$ cat config.mk
export PLATFORM = sky130hd
export DESIGN_NAME = dmem_split_master
export DESIGN_NICKNAME = d
export VERILOG_FILES = /design/src/rtl/dmem_split_master_pkg.sv /design/src/rtl/dmem_split_master_lsu_lane_align.sv /design/src/rtl/dmem_split_master.sv
export SDC_FILE = /design/constraint.sdc
export NUM_CORES = 1
export LEC_CHECK = 0
export ABC_AREA = 1
export CAP_MARGIN = 20
export CORE_ASPECT_RATIO = 2
export CORE_UTILIZATION = 30
export DETAILED_ROUTE_END_ITERATION = 10
export PLACE_DENSITY = 0.58
export SETUP_SLACK_MARGIN = 0.3
export SYNTH_ARGS = -nofsm -noshare
export SYNTH_HDL_FRONTEND = slang
export SYNTH_SLANG_ARGS = --single-unit
$ cat constraint.sdc
create_clock -name clk_i -period 12.1 [get_ports clk_i]
set_clock_uncertainty 0.05 [all_clocks]
set_input_delay 2.42 -clock clk_i [delete_from_list [all_inputs] [get_ports clk_i]]
set_output_delay 2.42 -clock clk_i [all_outputs]
set_load 0.05 [all_outputs]
$ cat src/rtl/dmem_split_master_pkg.sv
// Shared definitions for the data-memory split master.
//   mem_size_e    : access size encoding used on req_size_i (3 is illegal)
//   dmem_state_e  : sequencing FSM states
//   size_to_mask  : contiguous byte-lane mask for an access of the given size
//   size_to_bytes : byte count for an access of the given size (0 when illegal)
//   needs_split   : true when an access at this byte offset crosses a word boundary
package dmem_split_master_pkg;

  typedef enum logic [1:0] {
    MEM_B = 2'd0,
    MEM_H = 2'd1,
    MEM_W = 2'd2
  } mem_size_e;

  typedef enum logic [2:0] {
    StIdle  = 3'd0,
    StBeat0 = 3'd1,
    StBeat1 = 3'd2,
    StCapt  = 3'd3,
    StResp  = 3'd4
  } dmem_state_e;

  function automatic logic [3:0] size_to_mask(input logic [1:0] size);
    logic [3:0] mask;
    case (size)
      MEM_B:   mask = 4'b0001;
      MEM_H:   mask = 4'b0011;
      MEM_W:   mask = 4'b1111;
      default: mask = 4'b0000;
    endcase
    return mask;
  endfunction

  function automatic logic [2:0] size_to_bytes(input logic [1:0] size);
    logic [2:0] bytes;
    case (size)
      MEM_B:   bytes = 3'd1;
      MEM_H:   bytes = 3'd2;
      MEM_W:   bytes = 3'd4;
      default: bytes = 3'd0;
    endcase
    return bytes;
  endfunction

  function automatic logic needs_split(input logic [1:0] off, input logic [1:0] size);
    return ({2'b00, off} + {1'b0, size_to_bytes(size)}) > 4'd4;
  endfunction

endpackage

$ cat src/rtl/dmem_split_master_lsu_lane_align.sv
// Combinational lane steering for the data-memory split master.
// Store side: shifts the byte mask and store data up by the byte offset into a 64-bit window;
// the low word feeds the first beat and the high word the second (crossing) beat.
// Load side: shifts the {hi, lo} word pair down by the byte offset, truncates to the access
// size and sign- or zero-extends.
// Ports:
//   off_i         byte offset within the word (addr[1:0])
//   size_i        access size (byte / half / word)
//   unsigned_i    1 = zero-extend loads
//   st_data_i     LSB-justified store data
//   ld_lo_i       read data of the first beat
//   ld_hi_i       read data of the second beat (ignored when not split)
//   ben0_o/ben1_o byte enables for beat 0 / beat 1
//   wdata0_o/wdata1_o lane-shifted store data for beat 0 / beat 1
//   split_o       access touches a second word
//   ld_data_o     extended load result
module dmem_split_master_lsu_lane_align
  import dmem_split_master_pkg::*;
(
  input  logic [1:0]  off_i,
  input  logic [1:0]  size_i,
  input  logic        unsigned_i,
  input  logic [31:0] st_data_i,
  input  logic [31:0] ld_lo_i,
  input  logic [31:0] ld_hi_i,
  output logic [3:0]  ben0_o,
  output logic [3:0]  ben1_o,
  output logic [31:0] wdata0_o,
  output logic [31:0] wdata1_o,
  output logic        split_o,
  output logic [31:0] ld_data_o
);

  logic [4:0]  shamt;
  logic [7:0]  mask8;
  logic [63:0] st64;
  logic [63:0] ld_cat;
  logic [31:0] ld_sh;

  assign shamt = {off_i, 3'b000};

  assign mask8   = {4'b0000, size_to_mask(size_i)} << off_i;
  assign ben0_o  = mask8[3:0];
  assign ben1_o  = mask8[7:4];
  assign split_o = |mask8[7:4];

  // Upper word of the shifted window equals st_data >> 8*(4-off), and is zero when off = 0.
  assign st64     = {32'h0000_0000, st_data_i} << shamt;
  assign wdata0_o = st64[31:0];
  assign wdata1_o = st64[63:32];

  assign ld_cat = {ld_hi_i, ld_lo_i};
  assign ld_sh  = ld_cat[shamt +: 32];

  always_comb begin
    ld_data_o = ld_sh;
    case (size_i)
      MEM_B:   ld_data_o = {{24{~unsigned_i & ld_sh[7]}}, ld_sh[7:0]};
      MEM_H:   ld_data_o = {{16{~unsigned_i & ld_sh[15]}}, ld_sh[15:0]};
      default: ld_data_o = ld_sh;
    endcase
  end

endmodule

$ cat src/rtl/dmem_split_master.sv
// Core-side initiator for the data-memory interface.
// Accepts one load/store per handshake, issues one aligned word beat (or two when the access
// crosses a word boundary), captures the read data one cycle after each beat and returns a
// single one-cycle response with extended load data.
// Ports:
//   clk_i, rst_i               clock, asynchronous active-high reset
//   req_valid_i / req_ready_o  request handshake; ready only while idle
//   req_we_i, req_size_i, req_unsigned_i, req_addr_i, req_wdata_i  request payload
//   resp_valid_o, resp_rdata_o, resp_err_o  one-cycle response
//   dmem_req_o, dmem_addr_o, dmem_wdata_o, dmem_wen_o, dmem_ben_o  beat outputs (0 when idle)
//   dmem_rdata_i               read data for the beat driven in the previous cycle
module dmem_split_master
  import dmem_split_master_pkg::*;
#(
  parameter bit MISALIGN_EN = 1'b1
) (
  input  logic        clk_i,
  input  logic        rst_i,
  input  logic        req_valid_i,
  output logic        req_ready_o,
  input  logic        req_we_i,
  input  logic [1:0]  req_size_i,
  input  logic        req_unsigned_i,
  input  logic [31:0] req_addr_i,
  input  logic [31:0] req_wdata_i,
  output logic        resp_valid_o,
  output logic [31:0] resp_rdata_o,
  output logic        resp_err_o,
  output logic        dmem_req_o,
  output logic [31:0] dmem_addr_o,
  output logic [31:0] dmem_wdata_o,
  output logic        dmem_wen_o,
  output logic [3:0]  dmem_ben_o,
  input  logic [31:0] dmem_rdata_i
);

  dmem_state_e state_q, state_d;

  logic        we_q;
  logic [1:0]  size_q;
  logic        uns_q;
  logic [31:0] addr_q;
  logic [31:0] wdata_q;
  logic        err_q;
  logic [31:0] lo_q;
  logic [31:0] hi_q;

  logic        accept;
  logic        req_err;
  logic        cap_lo;
  logic        cap_hi;

  logic [3:0]  ben0, ben1;
  logic [31:0] wdata0, wdata1;
  logic        split;
  logic [31:0] ld_data;
  logic [31:0] beat0_addr;

  dmem_split_master_lsu_lane_align u_lane_align (
    .off_i      (addr_q[1:0]),
    .size_i     (size_q),
    .unsigned_i (uns_q),
    .st_data_i  (wdata_q),
    .ld_lo_i    (lo_q),
    .ld_hi_i    (hi_q),
    .ben0_o     (ben0),
    .ben1_o     (ben1),
    .wdata0_o   (wdata0),
    .wdata1_o   (wdata1),
    .split_o    (split),
    .ld_data_o  (ld_data)
  );

  assign beat0_addr = {addr_q[31:2], 2'b00};

  // Errors are decided on the live request so they can skip the memory entirely.
  assign req_err = (req_size_i == 2'd3) ||
                   (!MISALIGN_EN && needs_split(req_addr_i[1:0], req_size_i));

  always_comb begin
    state_d      = state_q;
    accept       = 1'b0;
    cap_lo       = 1'b0;
    cap_hi       = 1'b0;
    req_ready_o  = 1'b0;
    resp_valid_o = 1'b0;
    resp_rdata_o = 32'h0000_0000;
    resp_err_o   = 1'b0;
    dmem_req_o   = 1'b0;
    dmem_addr_o  = 32'h0000_0000;
    dmem_wdata_o = 32'h0000_0000;
    dmem_wen_o   = 1'b0;
    dmem_ben_o   = 4'b0000;

    unique case (state_q)
      StIdle: begin
        req_ready_o = 1'b1;
        if (req_valid_i) begin
          accept  = 1'b1;
          state_d = req_err ? StResp : StBeat0;
        end
      end
      StBeat0: begin
        dmem_req_o   = 1'b1;
        dmem_addr_o  = beat0_addr;
        dmem_ben_o   = ben0;
        dmem_wen_o   = we_q;
        dmem_wdata_o = we_q ? wdata0 : 32'h0000_0000;
        state_d      = split ? StBeat1 : StCapt;
      end
      StBeat1: begin
        dmem_req_o   = 1'b1;
        dmem_addr_o  = beat0_addr + 32'd4;  // wraps mod 2^32
        dmem_ben_o   = ben1;
        dmem_wen_o   = we_q;
        dmem_wdata_o = we_q ? wdata1 : 32'h0000_0000;
        cap_lo       = 1'b1;  // rdata here belongs to beat 0
        state_d      = StCapt;
      end
      StCapt: begin
        cap_lo  = ~split;
        cap_hi  = split;
        state_d = StResp;
      end
      StResp: begin
        resp_valid_o = 1'b1;
        resp_err_o   = err_q;
        resp_rdata_o = (err_q || we_q) ? 32'h0000_0000 : ld_data;
        state_d      = StIdle;
      end
      default: state_d = StIdle;
    endcase
  end

  always_ff @(posedge clk_i or posedge rst_i) begin
    if (rst_i) begin
      state_q <= StIdle;
    end else begin
      state_q <= state_d;
    end
  end

  always_ff @(posedge clk_i or posedge rst_i) begin
    if (rst_i) begin
      we_q    <= 1'b0;
      size_q  <= 2'd0;
      uns_q   <= 1'b0;
      addr_q  <= 32'h0000_0000;
      wdata_q <= 32'h0000_0000;
      err_q   <= 1'b0;
    end else if (accept) begin
      we_q    <= req_we_i;
      size_q  <= req_size_i;
      uns_q   <= req_unsigned_i;
      addr_q  <= req_addr_i;
      wdata_q <= req_wdata_i;
      err_q   <= req_err;
    end
  end

  always_ff @(posedge clk_i or posedge rst_i) begin
    if (rst_i) begin
      lo_q <= 32'h0000_0000;
      hi_q <= 32'h0000_0000;
    end else begin
      if (cap_lo) lo_q <= dmem_rdata_i;
      if (cap_hi) hi_q <= dmem_rdata_i;
    end
  end

endmodule

## Word-level counts from Yosys, hierarchy flattened

Cells that the tools add are included.
Widths: inputs -> output; s select.

- Shifts and indexed selects: 3
- Muxes and demuxes: 22
- Reductions and logical operators: 5
- Eq/ne operators: 8
- Bitwise gates (word level): 4
- Add/sub/neg operators: 1

Operators with widths:

| operator | number |
|---|---|
| $pmux 32 s2 | 3 |
| $mux 32 | 4 |
| $shiftx 64x6->32 | 1 |
| $shl 32x5->64 | 1 |
| $add 32x3->32 const B | 1 |
| $pmux 3 s4 | 1 |
| $pmux 4 s3 | 1 |
| $mux 1 | 9 |
| $pmux 4 s2 | 1 |
| $shl 4x2->8 | 1 |
| $eq 3x2->1 const B | 2 |
| $mux 3 | 2 |
| $eq 2x2->1 const B | 2 |
| $reduce_or 4->1 | 1 |
| $eq 3x1->1 const B | 1 |
| $eq 3x3->1 const B | 1 |
| $logic_not 3->1 | 1 |
| $and 1x1->1 | 2 |
| $eq 2x1->1 const B | 1 |
| $logic_not 2->1 | 1 |
| $ne 2x2->1 const B | 1 |
| $not 1->1 | 2 |
| $pmux 1 s2 | 1 |
| $reduce_or 2->1 | 1 |
| $logic_or 1x1->1 | 1 |

- Bits in registers: 136
- Word-level logic and storage cells: 52
- Output and inout bits: 105

## Depth between registers and ports, before layout

- Depth in word-level cells: 6
- Depth in mapped cells: 11

## Modules after synthesis

A second synthesis with hierarchy kept.

- Cells, all modules: 1337
- Area, all modules: 9467.8 um^2

By module, submodules not included:

| module | cells an instance | times used | area an instance (um^2) | seq. area each (um^2) |
|---|---|---|---|---|
| dmem_split_master | 885 | 1 | 7216.9 | 3403.3 |
| dmem_split_master_lsu_lane_align | 452 | 1 | 2250.9 | 0.0 |

## Least setup slack after synthesis

Ideal clock, no wire load.

- Kind: flip-flop to output port
- Start point: register state_q[2]
- End point: output dmem_wdata_o[16]
- Cell stages (with the launch flop): 6
- Path slack: 7.461 ns
- Arrival time: 2.169 ns
- Cells stage by stage: dfrtp_1 -> nor2_4 -> nand2_1 -> nor2_2 -> nand2_1 -> o21ai_0

- Cells in the longest elaborated chain, start to end: 2
- Elaborated cells on any way between the ends: 3
- Classes of those cells: 2 x eq/ne; 1 x mux

RTL lines:

| item | line | source |
|---|---|---|
| start: declaration | dmem_split_master.sv:37 | `dmem_state_e state_q, state_d;` |
| start signal: assignment | dmem_split_master.sv:137 | `state_q <= StIdle;` |
| start signal: assignment | dmem_split_master.sv:139 | `state_q <= state_d;` |
| $eq 3x2->1 / $eq 3x1->1 (equally long branches) | dmem_split_master.sv:95 | `unique case (state_q)` |
| $pmux 32 s2 * | dmem_split_master.sv:95 |  |
| end: declaration | dmem_split_master.sv:31 | `output logic [31:0] dmem_wdata_o,` |

Every way passes the cells marked *; elsewhere a longest branch is shown, timed or not.

## Worst setup path after layout

- Start point: register addr_q[0]
- End point: output resp_rdata_o[23]

- Cells in the longest elaborated chain, start to end: 5
- Elaborated cells on any way between the ends: 6
- Classes of those cells: 1 x shift; 3 x mux; 2 x bitwise

RTL lines:

| item | line | source |
|---|---|---|
| start: declaration | dmem_split_master.sv:42 | `logic [31:0] addr_q;` |
| start signal: assignment | dmem_split_master.sv:155 | `addr_q <= req_addr_i;` |
| $shiftx 64x6->32 * | dmem_split_master_lsu_lane_align.sv:53 | `assign ld_sh = ld_cat[shamt +: 32];` |
| $and 1x1->1, on equally long branches | dmem_split_master_lsu_lane_align.sv:59, dmem_split_master_lsu_lane_align.sv:58 |  |
| $pmux 32 s2 * | dmem_split_master_lsu_lane_align.sv:57 | `case (size_i)` |
| $mux 32 * | dmem_split_master.sv:128 | `resp_rdata_o = (err_q \|\| we_q) ? 32'h0000_0000 : ld_data;` |
| $mux 32 * | dmem_split_master.sv:95 |  |
| end: declaration | dmem_split_master.sv:27 | `output logic [31:0] resp_rdata_o,` |

Marked as above.

==> flow_metrics.tcl <==
set metrics [dict create \
    utilization_pct 40.8 \
    path_clk_slew_ns 0.05 \
    fin_area_um2 11300 \
    synth_area_leaders "dfrtp_1 38%, nand2_1 17%, nand3_1 6.3%, o21ai_0 6.0%, nor2_1 4.9%" \
    grt_pass1_vias 8632 \
    gr-usage-met1_pct 21.6 \
    p_comb_share_pct 61.6 \
    hold_buffers 0 \
    io_buffers 205 \
    switchingPower_mw 1.90 \
    syn_area_um2 8480 \
    cts_made_buffers 17 \
    globalplace.congestion 0.911 \
    gr-total-overflow 0 \
    slew_headroom_pct 44.1 \
    drtPass1Iterations 8 \
    synth_top_area_share_pct 37.8 \
    layout_worst_path_cycle_share_pct 51.9 \
    pwr-share-seq_pct 23.4 \
    critPathRequiredTime_ns 9.63 \
    cts.sinks 128 \
    htreeDepth 4 \
    powerDensity_nw_per_um2 319 \
    syn2layout_area_growth_pct 33.0 \
    fin_nets 1502 \
    total_power_mw 3.59 \
    fmax_mhz 159 \
    hold_viol 0 \
    grt_max_degree 73 \
    vdd_ir_drop_max_v 0.000166 \
    yosysSeqAreaShare_pct 37.8 \
    grt_pass1_wl_um 47300 \
    path_class "register to primary output" \
    synth_area_per_cell_um2 6.90 \
    mostFrequentLayoutCells "386 x nand2_1, 205 x clkdlybuf4s50_1, 126 x dfrtp_1, 110 x nor2_1, 106 x nand3_1" \
    cts_root_buf "clkbuf_16" \
    critPathLaunchType "register" \
    setup_viol 0 \
    core_um2 27700 \
    finalMaxSlewViolations 0 \
    insertion_delay_ns 0.44 \
    die_h_um 240 \
    synth-seq-cells 128 \
    min_period_ns 6.28 \
    end_kind "primary output" \
    initial_core_util_pct 30.7 \
    place_area_um2 10700 \
    met3_usage_pct 4.88 \
    routed_via_density 4.94 \
    yosysUniqueCellTypes 37 \
    finalWorstSetupSlack_ns 5.82 \
    whs_ns 0.453 \
    rsz0062_at_grt "false" \
    dp_hpwl_um 23100 \
    first_iter_violations 554 \
    tns_ns 0 \
    p_clk_share_pct 15.0 \
    cts_setup_buffers 0 \
    groute.usage.overall_pct 21.9 \
    drc 0 \
    vias 8697 \
    use_met2_pct 39.3 \
    top_usage_layer "met2" \
    io_pins 208 \
    power.leakage_nw 5.20 \
    finalWirelength_um 30900 \
    rows 86 \
    die_w_um 121 \
    antenna_found_initial 6 \
    maxCapViolCount 0 \
    drive_above_1_share_pct 8.96 \
    dieArea_um2 29000 \
    cts_resized 0 \
    wl_per_cell_um 17.6 \
    pre_cts_slack_ns 6.23 \
    hold_class "register to register" \
    status "completed" \
    switching_share_pct 53.0 \
    worst_pin_slew_ns 0.834 \
    synthCells 1229 \
    ys_warn_count 0 \
    internal_power_mw 1.69 \
    clockBufferDepth 2 \
    placedCellCount 1726 \
    path_max_fanout 72 \
    crit_arrival_ns 3.81 \
    cts_tree "done" \
    detail-route-antenna-nets 0 \
    synth_top_area_cell "dfrtp_1" \
    mostFrequentLayoutCell "nand2_1" \
    layoutNonFillerInstCount 1762 \
]
## cells by family after synthesis
kind of cell,count (synthesis),synth area share [%]
adders and majority gates,5,0.738
buffers and inverters,179,9.59
DFF,128,37.8
and+or+nand+nor,645,31.8
muxes,35,4.65
AOI/OAI and AO/OA,236,15.4
other,1,0.0442
## flip-flops by register name, summed over array words and instances, names as in the netlist, 2 cells and up
signal,flops
lo_q,32
hi_q,24
size_q,2
wdata_q,32
state_q,3
addr_q,32
## cells in the mapped netlist
cell	instances
buf_1	1
o21ai_1	2
o31ai_1	4
inv_1	102
nand4_2	1
nand2_2	17
nand3_1	106
nor2_2	3
nor3_2	1
buf_2	35
inv_2	3
o22ai_1	6
buf_8	2
nand4_1	3
nor2_1	110
buf_4	8
a22o_1	1
ha_1	5
clkinv_1	2
nand3_4	1
nand2_1	387
o21ai_2	8
o21bai_1	2
mux2_2	35
a21oi_1	81
a31oi_1	9
nor2_4	1
nand3_2	3
nand2_4	1
clkbuf_1	20
nor3_1	1
or2_2	10
buf_6	6
o211ai_1	22
dfrtp_1	128
conb_1	1
o21ai_0	101
## final cells by class
class	count	area, µm²
Clock inverter	4	98.8
Inverter	107	404
Fill cell	2953	16400
Antenna cell	4	10.0
Clock buffer	27	503
Sequential cell	128	3210
Multi-Input combinational cell	923	4480
Timing Repair Buffer	217	2140
Tap cell	352	440
## final timing paths
check	startpoint	endpoint	slack [ns]	cells after the start
setup / recovery	addr_q[0]	resp_rdata_o[23]	5.82	8
hold / removal	hi_q[4]	hi_q[4]	0.45	2
setup reg to reg	addr_q[0]	lo_q[26]	8.88	10
hold reg to reg	hi_q[4]	hi_q[4]	0.45	2
max in group asynchronous	rst_i	hi_q[0]	7.99	4
min in group asynchronous	rst_i	addr_q[8]	2.28	2
## per-layer routing
metal	wire length, µm	share of wire (%)
met1	10900	35
met2	16500	53
met3	1430	4.6
met4	2100	6.8
met5	0	0
## worst max-delay path: stages, from the launching register on
cell             delay, ns
dfrtp_2               0.81
buf_4                 0.67
nand2_1               0.15
o211ai_1              0.16
nand3_2               0.40
nand3_1               0.23
nand2_1               0.07
inv_1                 0.06
clkdlybuf4s50_1       0.79
## power groups by stage
| stage | registers (mW) | logic (mW) | clock network [mW] |
|---|---|---|---|
| after floorplan | 0.769 | 1.65 | 0 |
| after global placement | 0.841 | 2.21 | 0 |
| after detailed placement | 0.846 | 2.22 | 0 |
| after CTS | 0.840 | 2.23 | 0.551 |
| after global routing | 0.871 | 2.42 | 0.569 |
| final | 0.841 | 2.22 | 0.538 |
No activity file was read; power rests on OpenSTA's default activity.
